===== src/rtl/des_pkg.sv =====
// Shared definitions for the DES S-box layer: substitution tables, P permutation,
// FSM state encoding and the LANES legality check.
package des_pkg;

  localparam int unsigned NBOX = 8;

  // One entry per box, 64 nibbles indexed row*16+col; element 0 is the leftmost nibble.
  localparam logic [0:63][3:0] SBOX [NBOX] = '{
    256'hE4D12FB83A6C5907_0F74E2D1A6CB9538_41E8D62BFC973A50_FC8249175B3EA06D,
    256'hF18E6B34972DC05A_3D47F28EC01A69B5_0E7BA4D158C6932F_D8A13F42B67C05E9,
    256'hA09E63F51DC7B428_D709346A285ECBF1_D6498F30B12C5AE7_1AD069874FE3B52C,
    256'h7DE3069A1285BC4F_D8B56F03472C1AE9_A690CB7DF13E5284_3F06A1D8945BC72E,
    256'h2C417AB6853FD0E9_EB2C47D150FA3986_421BAD78F9C5630E_B8C71E2D6F09A453,
    256'hC1AF92680D34E75B_AF427C9561DE0B38_9EF528C3704A1DB6_432C95FABE17608D,
    256'h4B2EF08D3C975A61_D0B7491AE35C2F86_14BDC37EAF680592_6BD814A7950FE23C,
    256'hD2846FB1A93E50C7_1FD8A374C56B0E92_7B419CE206ADF358_21E74A8DFC90356B
  };

  // Output bit i (1 = MSB) takes input bit PERM[i-1] (1 = MSB).
  localparam logic [5:0] PERM [32] = '{
    6'd16, 6'd7,  6'd20, 6'd21, 6'd29, 6'd12, 6'd28, 6'd17,
    6'd1,  6'd15, 6'd23, 6'd26, 6'd5,  6'd18, 6'd31, 6'd10,
    6'd2,  6'd8,  6'd24, 6'd14, 6'd32, 6'd27, 6'd3,  6'd9,
    6'd19, 6'd13, 6'd30, 6'd6,  6'd22, 6'd11, 6'd4,  6'd25
  };

  typedef enum logic [1:0] {
    IDLE,
    BUSY,
    DONE
  } state_t;

  function automatic bit lanes_ok(input int unsigned n);
    return (n == 1) || (n == 2) || (n == 4) || (n == 8);
  endfunction

  function automatic logic [31:0] p_perm(input logic [31:0] x);
    logic [31:0] y;
    y = '0;
    for (int i = 0; i < 32; i++) begin
      y[5'(31 - i)] = x[5'(32 - int'(PERM[i]))];
    end
    return y;
  endfunction

endpackage


===== src/rtl/des_sbox_sel.sv =====
// Single-lane S-box lookup: picks box `box` and maps a 6-bit chunk to its 4-bit value.
module des_sbox_sel
  import des_pkg::*;
(
  input  logic [5:0] chunk,
  input  logic [2:0] box,
  output logic [3:0] val_c
);

  // Outer bits select the row, inner four bits the column.
  assign val_c = SBOX[box][{chunk[5], chunk[0], chunk[4:1]}];

endmodule


===== src/rtl/des_sbox_unit.sv =====
// Time-shared DES S-box substitution layer, LANES boxes per cycle, valid/ready on both sides.
// Optional P permutation on the output when DES_SBOX_PERM_EN is defined.
module des_sbox_unit
  import des_pkg::*;
#(
  parameter int unsigned LANES = 8
) (
  input  logic        clk,
  input  logic        rst,
  input  logic        in_valid,
  output logic        in_ready,
  input  logic [47:0] din,
  output logic        out_valid,
  input  logic        out_ready,
  output logic [31:0] dout,
  output logic        busy
);

  localparam int unsigned STEPS  = 8 / LANES;
  localparam int unsigned STEP_W = (STEPS > 1) ? $clog2(STEPS) : 1;
  localparam logic [STEP_W-1:0] LAST_STEP = STEP_W'(STEPS - 1);

  if (!lanes_ok(LANES)) begin : g_lanes_check
    $error("des_sbox_unit: LANES must be 1, 2, 4 or 8");
  end

  state_t            state;
  logic [STEP_W-1:0] step;
  logic [47:0]       data;
  logic [31:0]       result;

  logic [2:0] box_idx [LANES];
  logic [5:0] chunk   [LANES];
  logic [3:0] nib     [LANES];

  // Lane l handles box step*LANES+l; with LANES=8 the index is a constant per lane.
  for (genvar l = 0; l < int'(LANES); l++) begin : g_lane
    assign box_idx[l] = 3'(int'(step) * int'(LANES) + l);
    assign chunk[l]   = data[6'(47 - 6 * int'(box_idx[l])) -: 6];

    des_sbox_sel u_sel (
      .chunk(chunk[l]),
      .box  (box_idx[l]),
      .val_c(nib[l])
    );
  end

  always_ff @(posedge clk or posedge rst) begin
    if (rst) begin
      state  <= IDLE;
      step   <= '0;
      data   <= '0;
      result <= '0;
    end else begin
      case (state)
        IDLE: begin
          if (in_valid) begin
            data  <= din;
            step  <= '0;
            state <= BUSY;
          end
        end
        BUSY: begin
          for (int l = 0; l < int'(LANES); l++) begin
            result[5'(31 - 4 * int'(box_idx[l])) -: 4] <= nib[l];
          end
          if (step == LAST_STEP) begin
            step  <= '0;
            state <= DONE;
          end else begin
            step <= step + STEP_W'(1);
          end
        end
        DONE: begin
          // A new word may be taken in the same cycle the result is consumed.
          if (out_ready) begin
            if (in_valid) begin
              data  <= din;
              step  <= '0;
              state <= BUSY;
            end else begin
              state <= IDLE;
            end
          end
        end
        default: state <= IDLE;
      endcase
    end
  end

  assign out_valid = (state == DONE);
  assign busy      = (state == BUSY);
  assign in_ready  = !rst && ((state == IDLE) || ((state == DONE) && out_ready));

`ifdef DES_SBOX_PERM_EN
  assign dout = p_perm(result);
`else
  assign dout = result;
`endif

endmodule


===== config.mk =====
export PLATFORM = sky130hd
export DESIGN_NAME = des_sbox_unit
export DESIGN_NICKNAME = d
export VERILOG_FILES = /design/src/rtl/des_pkg.sv /design/src/rtl/des_sbox_sel.sv /design/src/rtl/des_sbox_unit.sv
export SDC_FILE = /design/constraint.sdc
export NUM_CORES = 1
export LEC_CHECK = 0
export BUFFER_PORTS_ARGS = -buffer_cell sky130_fd_sc_hd__buf_2
export CORE_ASPECT_RATIO = 1.5
export CORE_MARGIN = 3
export CORE_UTILIZATION = 28
export DETAILED_ROUTE_END_ITERATION = 6
export GPL_TIMING_DRIVEN = 0
export PLACE_DENSITY = 0.49
export SLEW_MARGIN = 20
export SYNTH_ARGS = -nofsm -noshare
export SYNTH_HDL_FRONTEND = slang
export SYNTH_SLANG_ARGS = --single-unit
export TNS_END_PERCENT = 20

===== constraint.sdc =====
create_clock -name clk -period 2.23 [get_ports clk]
set_input_delay 0.446 -clock clk [delete_from_list [all_inputs] [get_ports clk]]
set_output_delay 0.446 -clock clk [all_outputs]
set_load 0.1 [all_outputs]

After elaboration in Yosys (flattened, before gate mapping)
Memories as Yosys holds them, arrays and structs flattened.
Index checks and enable logic that the tools add are counted.
W data, S select, Z words.
- register bits after elaboration: 83
- bits in latches: 0
- memory bits (writable): 0
- ROM bits: 14336
- input bits: 52
- word-level logic and storage cells: 165
- memories kept: 7
- add/subtract/negate cells: 29
- multiply operators: 7
- divide/modulo/power cells: 0
- $lt $le $gt $ge: 14
- equal/unequal tests: 5
- shift operators: 21
- mux-type cells: 54
- bitwise logic cells: 14
- reductions and logical operators: 10
- memories (memory ; depth ; width ; read ports ; clocked after Yosys merged registers in ; write ports ; RTL line ; source):
    (name not given) ; 8 ; 256 ; 1 ; 0 ; 0 ; des_sbox_sel.sv:11 ; assign val_c = SBOX[box][{chunk[5], chunk[0], chunk[4:1]}];
    (name not given) ; 8 ; 256 ; 1 ; 0 ; 0 ; des_sbox_sel.sv:11 ;
    (name not given) ; 8 ; 256 ; 1 ; 0 ; 0 ; des_sbox_sel.sv:11 ;
    (name not given) ; 8 ; 256 ; 1 ; 0 ; 0 ; des_sbox_sel.sv:11 ;
    (name not given) ; 8 ; 256 ; 1 ; 0 ; 0 ; des_sbox_sel.sv:11 ;
    (name not given) ; 8 ; 256 ; 1 ; 0 ; 0 ; des_sbox_sel.sv:11 ;
    +1 memories ; n/a ; n/a ; n/a ; n/a ; n/a ; n/a ;
- operator list (kind ; number):
    $mux W256 ; 14
    $shiftx A53 B6 Y6 ; 7
    $shift A4 B6 Y35 const A ; 7
    $shiftx A4 B6 Y35 ; 7
    $bwmux W32 ; 7
    $bmux W4 S6 ; 7
    $mux W48 ; 2
    $pmux W48 S2 ; 1
    $mux W4 ; 14
    $ge A7 B7 Y1 const B ; 7
    $not A6 Y7 ; 7
    $neg A5 Y6 ; 7
    $sub A6 B6 Y6 const A ; 6
    $mul A2 B3 Y5 const A ; 6
    $ge A4 B4 Y1 const B ; 7
    $sub A5 B5 Y5 const A ; 5
    $not A3 Y4 ; 6
    $add A1 B2 Y3 const AB ; 3
    $add A1 B3 Y3 const AB ; 2
    $mux W2 ; 3
    $pmux W2 S3 ; 1
    $sub A6 B5 Y6 const A ; 1
    $sub A1 B4 Y5 const A ; 1
    $sub A5 B4 Y5 const A ; 1
    18 further kinds ; 25

Logic depth before layout (Yosys ltp)
- depth in word-level cells: 16
- gate-level depth with buffers: 9

Modules after synthesis
From an unflattened synthesis, not the netlist that was laid out.
- cell total of the unflattened synthesis: 2270
- area, all modules: 15910.3 µm²
- by module, submodules not included (module ; instances ; cells each ; area an instance (µm²) ; sequential area each (µm²)):
    des_sbox_sel at g_lane[5].u_sel ... ; 3 ; 538 ; 3563.4 ; 0.0
    des_sbox_sel at g_lane[4].u_sel ; 1 ; 544 ; 3488.3 ; 0.0
    des_sbox_unit ; 1 ; 112 ; 1731.7 ; 1051.0

Worst setup path after synthesis
Ideal clock, no wire load.
- path kind: reg-to-output
- start point: register state[1]
- end point: output in_ready
- data arrival time: 2.546 ns
- required time: 1.784 ns
- setup slack: -0.762 ns
- cell stages (with the launch flop): 3
- path buffers: 0
- path through: dfrtp_1 -> nor2b_1 -> nor3_1
- word-level cells in the longest chain between the ends: 4
- elaborated cells on any way between the ends: 5
- classes of those cells: eq/ne (1); reduce/logical (4)
- RTL lines (element ; RTL line ; source):
    start: declaration ; des_sbox_unit.sv:27 ; state_t state;
    start signal: assignment ; des_sbox_unit.sv:50 ; state <= IDLE;
    start signal: assignment ; des_sbox_unit.sv:60 ; state <= BUSY;
    start signal: assignment ; des_sbox_unit.sv:69 ; state <= DONE;
    $eq A2 B2 Y1 ; des_sbox_unit.sv:93 ; assign in_ready = !rst && ((state == IDLE) || ((state == DONE) && out_ready));
    $logic_and A1 B1 Y1 ; des_sbox_unit.sv:93 ;
    $logic_or A1 B1 Y1 * ; des_sbox_unit.sv:93 ;
    $logic_and A1 B1 Y1 * ; des_sbox_unit.sv:93 ;
    end: declaration ; des_sbox_unit.sv:11 ; output logic in_ready,
Mark *: on every way between the ends. The rest lies on a longest branch, timed or not.

Final worst setup path
- start point: register data[13]
- end point: register result[11], in the netlist dout[11]
- word-level cells in the longest chain between the ends: 13
- elaborated cells on any way between the ends: 49
- classes of those cells: shift (14); mux (28); bitwise (7)
- RTL lines (element ; RTL line ; source):
    start: declaration ; des_sbox_unit.sv:29 ; logic [47:0] data;
    start signal: assignment ; des_sbox_unit.sv:58 ; data <= din;
    start signal: assignment ; des_sbox_unit.sv:78 ; data <= din;
    $shiftx A53 B6 Y6 ; des_sbox_unit.sv:39 ; assign chunk[l] = data[6'(47 - 6 * int'(box_idx[l])) -: 6];
    $not A6 Y7 (implied by the code) ; des_sbox_sel.sv:11 ;
    $bmux W4 S6 ; des_sbox_sel.sv:11 ;
    $mux W4 (implied by the code) (2 in series) ; des_sbox_sel.sv:11 ;
    $shiftx A4 B6 Y35 ; des_sbox_unit.sv:65 ; result[5'(31 - 4 * int'(box_idx[l])) -: 4] <= nib[l];
    $bwmux W32 (6 in series) ; des_sbox_unit.sv:65 ;
    $bwmux W32 * ; des_sbox_unit.sv:65 ;
    end signal: indexed assignment ; des_sbox_unit.sv:65 ;
    end: declaration ; des_sbox_unit.sv:30 ; logic [31:0] result;
Mark *: on every way between the ends. The rest lies on a longest branch, timed or not. The select of a mux whose other input is x is not followed.
A chain may end at the register's enable or synchronous reset.

==> flow_summary_export.csv <==
group,metric,value,unit
clock_tree,cts.sinks,42,
timing,grt_setup_unrepaired,"true",
global_route,antenna_found_initial,0,
logic_synthesis,seq_area_frac_synth,0.253,
timing,fin_skew,0.00786,ns
critical_path,endpoint,"dout[11]",
timing,fin_tns_setup,0,ns
power,ir_drop,0.572,mV
timing,finalCritPeriodShare,0.961,
clock_tree,cts_max_path_buffers,2,
cells_and_area,fin_util,0.363,
clock_tree,cts_inserted_buffers,5,
global_route,grt-ovfl-total,0,
die,die-area,16400,um2
detailed_routing,dr_total_vias,4009,
clock_tree,htree_levels,2,
critical_path,arrival,2.34,ns
global_route,grt_pass1_vias,3903,
power,p_leak,2.24,nW
die,pin_count,87,
timing,finalSetupViolations,0,
die,die_w,105,um
timing,max_freq,467,MHz
placed_design,gp_congestion,0.895,
global_route,top_usage_layer,"met2",
detailed_routing,avgViaCountPerCell,5.09,
cells_and_area,n_fill_cell,1469,
run_status,status,"finished, final reports clean",
logic_synthesis,syn_inst,505,
critical_path,r2r-start,"data[13]",
critical_path,reg2reg_to,"dout[11]",
global_route,grt_use_met3,0.0195,
cells_and_area,area_growth,24.5,%
cells_and_area,nets,680,
placed_design,hpwl,9.09,mm
cells_and_area,multiInputGateArea,2800,um2
logic_synthesis,yosys_warnings,0,
timing,finalCriticalPeriod,2.14,ns
clock_tree,clk_latency,0.29,ns
logic_synthesis,ys.flop_type,"dfrtp_1",
timing,maxSlewViolCount,0,
cells_and_area,insertedDiodeCount,0,
detailed_routing,first_pass_iters,6,
critical_path,crit_start,"data[13]",
global_route,grt_max_degree,23,
critical_path,cp-start-kind,"register",
cells_and_area,drive_above_1_share,0.279,
critical_path,rrSetupSlack,0.09,ns
global_route,grt_use_total,0.150,
die,rows,53,
detailed_routing,wl_per_cell,15.6,um
placed_design,dp_cells,759,
critical_path,cp-end-kind,"register",
cells_and_area,layout_common_cells,"61 x buf_2, 52 x nand2_1, 46 x buf_4, 41 x o21ai_0, 38 x dfrtp_1",
timing,finalHoldViolations,0,
critical_path,critPathRequiredTime,2.43,ns
cells_and_area,layoutNonFillerInstCount,788,
placed_design,pre_cts_ws,-0.467,ns
timing,max-slew-margin-rel,0.563,
timing,setup_ws,0.0878,ns
logic_synthesis,avgSynthCellArea,8.22,um2
global_route,grtUsageMet2,0.280,
detailed_routing,drc_errors,0,
clock_tree,clk_pin_slew,0.07,ns
critical_path,critical_path_class,"reg2reg",
run,maxCapViolations,0,
clock_tree,cts_tree,"built",
critical_path,crit_fanout,10,
detailed_routing,ant_nets,0,
detailed_routing,wl,12.3,mm
clock_tree,cts-root-buf,"clkbuf_16",
die,core,14300,um2
global_route,met1_usage,0.174,
logic_synthesis,synth_area,4150,um2
global_route,grt_pass1_wl,20.1,mm
critical_path,reg2regPathDepth,7,
clock_tree,ctsHoldBuffers,0,
logic_synthesis,yosysUniqueCellTypes,63,
power,total_power,0.00647,W
die,start_util,0.291,
cells_and_area,seqCellArea,1060,um2
timing,worst_pin_slew,0.655,ns
logic_synthesis,ys_ff_latch,42,
logic_synthesis,ys_async_sr_fraction,1.00,
die,die_y,155,um
detailed_routing,first_iter_violations,175,
cells_and_area,mostFrequentLayoutCell,"buf_2",
placed_design,io_buffers,46,
power,p_per_area,1250,nW/um2
min_path,hp-class,"in2async",
logic_synthesis,synth-edff-count,0,
==> cells in the mapped netlist (4+ instances only) <==
cell type,count,area [um2]
a31oi_1,16,100
mux2_2,12,135
a2111oi_0,9,78.8
o211ai_1,6,45.0
o21ai_0,41,205
a211oi_1,13,97.6
dfrtp_1,42,1050
nand2_1,52,195
xnor2_1,6,52.6
mux2i_1,15,150
nor3_1,11,55.1
a21oi_1,20,100
nand3_1,8,40.0
buf_2,23,115
mux2_1,5,56.3
and3_1,4,25.0
xor2_1,7,61.3
inv_1,19,71.3
nor2_1,31,116
o21ai_1,9,45.0
nand2b_1,14,87.6
ha_1,32,400
buf_4,24,180
clkbuf_1,14,52.6
nor2b_1,11,68.8
==> timing repair <==
action                     4_1_cts  5_1_grt
setup buffers                    3       19
gates resized for setup         17       27
pin swaps                        1        3
setup endpoints to repair       14       14
==> cells by family after synthesis <==
family	count (synthesis)	share of synthesized area
multiplexers	36	0.105
AND/OR/NAND/NOR	146	0.170
other	1	0.000903
AO/OA/AOI/OAI	151	0.239
XOR/XNOR	13	0.0274
buffers and inverters	84	0.108
adder cells (fa/ha/maj)	32	0.0964
flip-flops	42	0.253
==> critical path, cell delays in order, from the launching register on <==
cell	delay [ns]
dfrtp_2	0.39
buf_6	0.15
clkinvlp_4	0.17
ha_4	0.30
clkbuf_4	0.18
mux4_2	0.46
nor3b_1	0.16
nor4_2	0.23
==> sequential cells by signal, indices dropped and copies added (netlist names) <==
name,cells
data,24
dout,16
state,2
==> where the power goes <==
part | switching [W] | internal (W) | leakage [nW]
combinational | 0.00301 | 0.00150 | 1.68
clock | 0.000320 | 0.000411 | 0.0640
sequential | 0.000205 | 0.00102 | 0.501
==> worst min-delay path by stage <==
stage             start       end  slack, ns  depth (start not counted)
3_5_place_dp    dout[3]   dout[3]       0.47                          2
3_3_place_gp    dout[0]   dout[0]       0.47                          2
4_1_cts             rst  state[1]       0.23                          2
6_report            rst  dout[14]       0.22                          2
5_1_grt             rst  dout[15]       0.27                          2
2_1_floorplan  state[1]  state[1]       0.53                          2
==> layout make-up <==
class | count | area share
buffer | 63 | 0.0796
sequential | 42 | 0.204
multi-input combinational | 394 | 0.541
tap | 192 | 0.0465
clock buffer | 7 | 0.0256
timing repair buffer | 69 | 0.0830
inverter | 21 | 0.0198
==> layer usage <==
metal | share of wire | wire [um] | vias to the layer above
met1 | 0.41 | 5110 | 1913
li1 | - | - | 1975
met5 | 0 | 0 | -
met2 | 0.53 | 6490 | 100
met4 | 0.024 | 293 | 0
met3 | 0.035 | 436 | 21
==> through the flow <==
stage                     hold slack [ns]  area [um2]
after global routing                0.267        5170
after CTS                           0.234        4920
final                               0.217        5170
after floorplan                     0.530        4210
after global placement              0.466        4680
after detailed placement            0.468        4710
Note: power is estimated with default switching activity, not from simulation.
